$ cat config.mk
export PLATFORM = sky130hd
export DESIGN_NAME = pipo_load_arbiter_flat
export DESIGN_NICKNAME = d
export VERILOG_FILES = /design/src/rtl/pipo_load_arbiter_if.sv /design/src/rtl/pipo_load_arbiter.sv /design/src/flat_wrapper.sv
export SDC_FILE = /design/constraint.sdc
export NUM_CORES = 1
export LEC_CHECK = 0
export BUFFER_PORTS_ARGS = -buffer_cell sky130_fd_sc_hd__buf_2
export CORE_ASPECT_RATIO = 0.7
export CORE_UTILIZATION = 44
export CTS_CLUSTER_DIAMETER = 120
export CTS_CLUSTER_SIZE = 40
export DETAILED_ROUTE_END_ITERATION = 12
export GPL_ROUTABILITY_DRIVEN = 0
export GPL_TIMING_DRIVEN = 0
export PLACE_DENSITY = 0.84
export SLEW_MARGIN = 40
export SYNTH_ARGS = -nofsm -noshare
export SYNTH_HDL_FRONTEND = slang
export SYNTH_SLANG_ARGS = --single-unit
$ cat constraint.sdc
create_clock -name clk -period 1.5 [get_ports clk]
set_input_delay 0.15 -clock clk [delete_from_list [all_inputs] [get_ports clk]]
set_output_delay 0.15 -clock clk [all_outputs]
set_load 0.005 [all_outputs]
$ cat src/rtl/pipo_load_arbiter_if.sv
// Load-port bundle between requesting blocks and the shared-PIPO load arbiter.
// master = requester side, slave = arbiter side.
interface pipo_load_arbiter_if #(
  parameter int N    = 8,
  parameter int NREQ = 4
);
  logic [NREQ-1:0]   req;
  logic [NREQ*N-1:0] req_data;
  logic [NREQ-1:0]   gnt;
  logic [NREQ-1:0]   ack;
  logic              reg_load;
  logic [N-1:0]      reg_data;
  logic              busy;

  modport master (
    output req, req_data,
    input  gnt, ack, reg_load, reg_data, busy
  );

  modport slave (
    input  req, req_data,
    output gnt, ack, reg_load, reg_data, busy
  );
endinterface

$ cat src/rtl/pipo_load_arbiter.sv
// Round-robin arbiter for the load port of a shared PIPO register: grant, one-cycle load/ack, then hold-off.
// Optional PIPO_ARB_LOAD_CNT_EN adds load_cnt and last_gnt_id outputs.
module pipo_load_arbiter #(
  parameter int N        = 8,
  parameter int NREQ     = 4,
  parameter int HOLD_CYC = 2
) (
  input logic               clk,
  input logic               rst,
  pipo_load_arbiter_if.slave bus
`ifdef PIPO_ARB_LOAD_CNT_EN
  ,
  output logic [15:0]       load_cnt,
  output logic [2:0]        last_gnt_id
`endif
);

  localparam int PW = $clog2(NREQ);
  localparam logic [3:0] HOLD_INIT = (HOLD_CYC > 0) ? 4'(HOLD_CYC - 1) : 4'd0;

  typedef enum logic [1:0] {IDLE, LOAD, HOLD} state_t;

  state_t          state, state_next;
  logic [PW-1:0]   ptr;
  logic [PW-1:0]   win_q;
  logic [3:0]      cnt;

  logic            found;
  logic [PW-1:0]   win;
  logic [NREQ-1:0] win_oh;
  logic [N-1:0]    win_data;

  // Search ptr+1, ptr+2, ... modulo NREQ; the first pending request wins.
  always_comb begin
    found    = 1'b0;
    win      = ptr;
    win_oh   = '0;
    win_data = '0;
    for (int i = 1; i <= NREQ; i++) begin
      for (int k = 0; k < NREQ; k++) begin
        if (!found && bus.req[k] && (k == ((int'(ptr) + i) % NREQ))) begin
          found = 1'b1;
          win   = PW'(k);
        end
      end
    end
    for (int k = 0; k < NREQ; k++) begin
      if (found && (win == PW'(k))) begin
        win_oh[k] = 1'b1;
        win_data  = bus.req_data[k*N +: N];
      end
    end
  end

  always_comb begin
    state_next = state;
    case (state)
      IDLE:    if (found) state_next = LOAD;
      LOAD:    state_next = (HOLD_CYC > 0) ? HOLD : IDLE;
      HOLD:    if (cnt == 4'd0) state_next = IDLE;
      default: state_next = IDLE;
    endcase
  end

  always_ff @(posedge clk or negedge rst) begin
    if (!rst) state <= IDLE;
    else      state <= state_next;
  end

  // Load/ack are registered at the grant edge so they coincide with the LOAD cycle.
  always_ff @(posedge clk or negedge rst) begin
    if (!rst) begin
      bus.gnt      <= '0;
      bus.ack      <= '0;
      bus.reg_load <= 1'b0;
      bus.reg_data <= '0;
      ptr          <= PW'(NREQ - 1);
      win_q        <= '0;
      cnt          <= '0;
    end else begin
      case (state)
        IDLE: begin
          if (found) begin
            bus.gnt      <= win_oh;
            bus.ack      <= win_oh;
            bus.reg_load <= 1'b1;
            bus.reg_data <= win_data;
            win_q        <= win;
          end
        end
        LOAD: begin
          bus.gnt      <= '0;
          bus.ack      <= '0;
          bus.reg_load <= 1'b0;
          ptr          <= win_q;
          cnt          <= HOLD_INIT;
        end
        HOLD: begin
          if (cnt != 4'd0) cnt <= cnt - 4'd1;
        end
        default: ;
      endcase
    end
  end

  assign bus.busy = (state != IDLE);

`ifdef PIPO_ARB_LOAD_CNT_EN
  always_ff @(posedge clk or negedge rst) begin
    if (!rst) begin
      load_cnt    <= '0;
      last_gnt_id <= '0;
    end else begin
      if (state == IDLE && found) last_gnt_id <= 3'(win);
      if (state == LOAD)          load_cnt    <= load_cnt + 16'd1;
    end
  end
`endif

endmodule

$ cat src/flat_wrapper.sv
// flat-port wrapper written by rule: the top's interface ports become plain ports
module pipo_load_arbiter_flat 
#(
  parameter int N        = 8,
  parameter int NREQ     = 4,
  parameter int HOLD_CYC = 2
)
  (clk, rst, bus_req, bus_req_data, bus_gnt, bus_ack, bus_reg_load, bus_reg_data, bus_busy);
  pipo_load_arbiter_if #(.N(N), .NREQ(NREQ)) bus_i ();
  input logic clk;
  input logic rst;
  input wire logic [$bits(bus_i.req)-1:0] bus_req;
  input wire logic [$bits(bus_i.req_data)-1:0] bus_req_data;
  output wire logic [$bits(bus_i.gnt)-1:0] bus_gnt;
  output wire logic [$bits(bus_i.ack)-1:0] bus_ack;
  output wire logic [$bits(bus_i.reg_load)-1:0] bus_reg_load;
  output wire logic [$bits(bus_i.reg_data)-1:0] bus_reg_data;
  output wire logic [$bits(bus_i.busy)-1:0] bus_busy;
  assign bus_i.req = bus_req;
  assign bus_i.req_data = bus_req_data;
  assign bus_gnt = bus_i.gnt;
  assign bus_ack = bus_i.ack;
  assign bus_reg_load = bus_i.reg_load;
  assign bus_reg_data = bus_i.reg_data;
  assign bus_busy = bus_i.busy;
  pipo_load_arbiter #(.N(N), .NREQ(NREQ), .HOLD_CYC(HOLD_CYC)) u_core (.clk(clk), .rst(rst), .bus(bus_i));
endmodule
==> impl_metrics.json <==
{
  "viasPerCell": 5.39,
  "leakage_uw": 0.000968,
  "dp.final_hpwl_mm": 2.54,
  "grt_max_degree": 24,
  "crit_start": "u_core.ptr[0]",
  "crit_chain": "nor2b_2, a21o_1, a221o_1, buf_8, a211oi_4, o31ai_2",
  "cp-start-kind": "flip-flop",
  "nets": 247,
  "critPathRequiredTime_ns": 1.65,
  "peakVddDrop_v": 0.00103,
  "switching_share": 0.419,
  "power_frac_seq": 0.284,
  "status": "complete, but fails checks",
  "grt_pass1_vias": 1111,
  "tritoncts": "built",
  "syn_nets": 178,
  "ys_async_sr_fraction": 1.00,
  "numPortBuffers": 55,
  "final_common_cell": "buf_2",
  "antenna_left": 0,
  "vias": 1310,
  "insertion_delay_ns": 0.26,
  "hold_violations": 0,
  "violations": "design-rule violations, negative setup slack",
  "cts_root_buf": "clkbuf_8",
  "slew_headroom": 0.660,
  "cpMaxStageDelayCell": "dfstp_2",
  "dieArea_sq_mm": 0.00352,
  "die_h_microns": 49.9,
  "hold_path.startpoint": "bus_req_data[20]",
  "busiest_layer": "met2",
  "dp_slack_ns": -0.234,
  "fin_ws_ns": -0.233,
  "endpoint_kind": "flip-flop",
  "max_stage_delay_ns": 0.57,
  "syn_area_sq_mm": 0.00144,
  "syn_inst": 139,
  "skew_ns": 0.00304,
  "seq_area_frac_synth": 0.400,
  "coreArea_sq_mm": 0.00296,
  "setup_viol": 13,
  "rsz0062_at_grt": "yes",
  "worstSetupPathType": "reg -> reg",
  "whs_path_depth": 3,
  "finalPower_uw": 4000,
  "grt_antenna_before_repair": 0,
  "cts_made_buffers": 3,
  "ys_dominant_reg_cell": "dfrtp_1",
  "layout_common_cells": "buf_2, dfrtp_1, nand2_1",
  "cp_max_fo": 10,
  "power.internal_uw": 2320,
  "grtUsageMet2": 0.304,
  "min_period_over_period": 1.16,
  "finish.utilization": 0.659,
  "synth_area_leaders": "dfrtp_1, a211oi_2, o31ai_2",
  "drcViolationCount": 10,
  "dr.pass1.iters": 8,
  "synth_top_area_share": 0.364,
  "synth_cell_types": 34,
  "drt_wl_total_mm": 3.59,
  "grt_use_met3": 0.0450,
  "h-tree-depth": 1,
  "clk_path_buf_depth": 2,
  "wl_per_cell_microns": 14.8,
  "initial_core_util": 0.487,
  "antennaDiodeCount": 0,
  "cts_sinks": 23,
  "critPathArrivalTime_ns": 1.88,
  "crit_buf_inv": 1,
  "grt_pass1_wl_mm": 5.42,
  "reg2reg_depth": 6,
  "drv_cap": 0,
  "synth.ff_latch_count": 23,
  "slew_viol_final": 0,
  "track_usage": 0.204,
  "period_needed_ns": 1.73,
  "yosysTopAreaCell": "dfrtp_1",
  "path_depth": 6,
  "worst_pin_slew_ns": 0.511,
  "powerDensity_mw_per_mm2": 2050,
  "path_delay_family": "compound AO/OA/AOI/OAI gates",
  "hold_path.class": "in -> reg",
  "yosys_warnings": 0,
  "combPwrFrac": 0.620,
  "p_clk_frac": 0.096,
  "avgSynthCellArea_sq_um": 10.4,
  "row_count": 16,
  "fmaxAchievable_mhz": 577,
  "drive_above_1_share": 0.541,
  "use_met1": 0.302,
  "grt_overflow": 0,
  "die_w_microns": 70.5,
  "area_delta_synth_final_pct": 35.2,
  "drtIter0Drc": 111,
  "clkTransAtPathRegs_ns": 0.08,
  "switchingPower_uw": 1680,
  "ios": 56,
  "reg2reg_from": "u_core.ptr[0]",
  "synth_edf_count": 0
}
==> tightest hold or removal path: cells and delay by family <==
| family | cells | cell delay [ns] |
|---|---|---|
| AOI/OAI and AO/OA | 2 | 0.21 |
| buffers and inverters | 1 | 0.08 |
==> power by group through the flow <==
stage | clock, uW | sequential, uW | combinational, uW
6_report | 384 | 1130 | 2480
5_1_grt | 423 | 1170 | 2700
4_1_cts | 392 | 1140 | 2290
3_5_place_dp | 0 | 1150 | 2150
3_3_place_gp | 0 | 1140 | 2090
2_1_floorplan | 0 | 1130 | 1570
==> per-layer routing <==
metal	wire length, microns	share of wire
met2	1580	0.44
met3	220	0.061
met5	0	0
met4	21	0.0059
met1	1760	0.49
==> flip-flops by register name, summed over array words and instances (netlist names) <==
register / count
u_core.bus.gnt: 4
u_core.bus.reg_data: 8
u_core.bus.reg_load: 1
u_core.cnt: 4
u_core.ptr: 2
u_core.state: 2
u_core.win_q: 2
==> through the flow <==
step / hold WS, ns / TNS [ns] / instances / cell area [sq um]
2_1_floorplan: -0.146 / -0.580 / 139 / 1460
3_3_place_gp: 0.144 / -1.81 / 230 / 1780
3_5_place_dp: 0.154 / -2.08 / 230 / 1780
4_1_cts: 0.214 / -1.62 / 240 / 1890
5_1_grt: 0.217 / -3.10 / 243 / 1950
6_report: 0.212 / -2.30 / 243 / 1950
==> cell type report <==
type                            instances  area, sq um
Sequential cell                        23          578
Inverter                                5         18.8
Buffer                                 13          124
Tap cell                               36         45.0
Clock buffer                            4         45.0
Multi-Input combinational cell         98          792
Fill cell                             246         1010
Timing Repair Buffer                   64          349
==> final timing paths <==
check | endpoint | slack [ns]
max | u_core.bus.reg_data[3] | -0.23
min | u_core.bus.reg_data[4] | 0.21
max reg2reg | u_core.bus.reg_data[3] | -0.23
min reg2reg | u_core.bus.reg_load | 0.48
max in group asynchronous | u_core.ptr[1] | 0.75
min in group asynchronous | u_core.bus.reg_load | 0.39
==> cells in the mapped netlist (all sizes together) (2+ instances only) <==
cell / instances
dfrtp: 21
nand2: 19
nand2b: 5
a211oi: 16
and3: 16
a32o: 2
nand3: 3
inv: 5
o21ai: 4
o31ai: 10
nor2b: 2
a21o: 3
dfstp: 2
nor2: 6
a21oi: 4
buf: 12
==> cells by family (layout without fill, tap and decap cells) <==
| logic type | Yosys count | after routing | share of synthesized area |
|---|---|---|---|
| compound gates | 42 | 42 | 0.289 |
| xor+xnor | 1 | 1 | 0.00607 |
| mux | 1 | 1 | 0.00693 |
| simple gates | 53 | 53 | 0.194 |
| flops | 23 | 23 | 0.400 |
| buf+inv | 18 | 86 | 0.0945 |
| fa+ha+maj | 1 | 1 | 0.00866 |
==> timing repair <==
item	4_1_cts	5_1_grt
buffers inserted	5	3
pin swaps	1	1
endpoints found under the hold margin	21	0
hold buffers	1	0
gates resized for setup	4	6
endpoints found under the setup margin	14	17
Power figures use the tool's default switching activity.
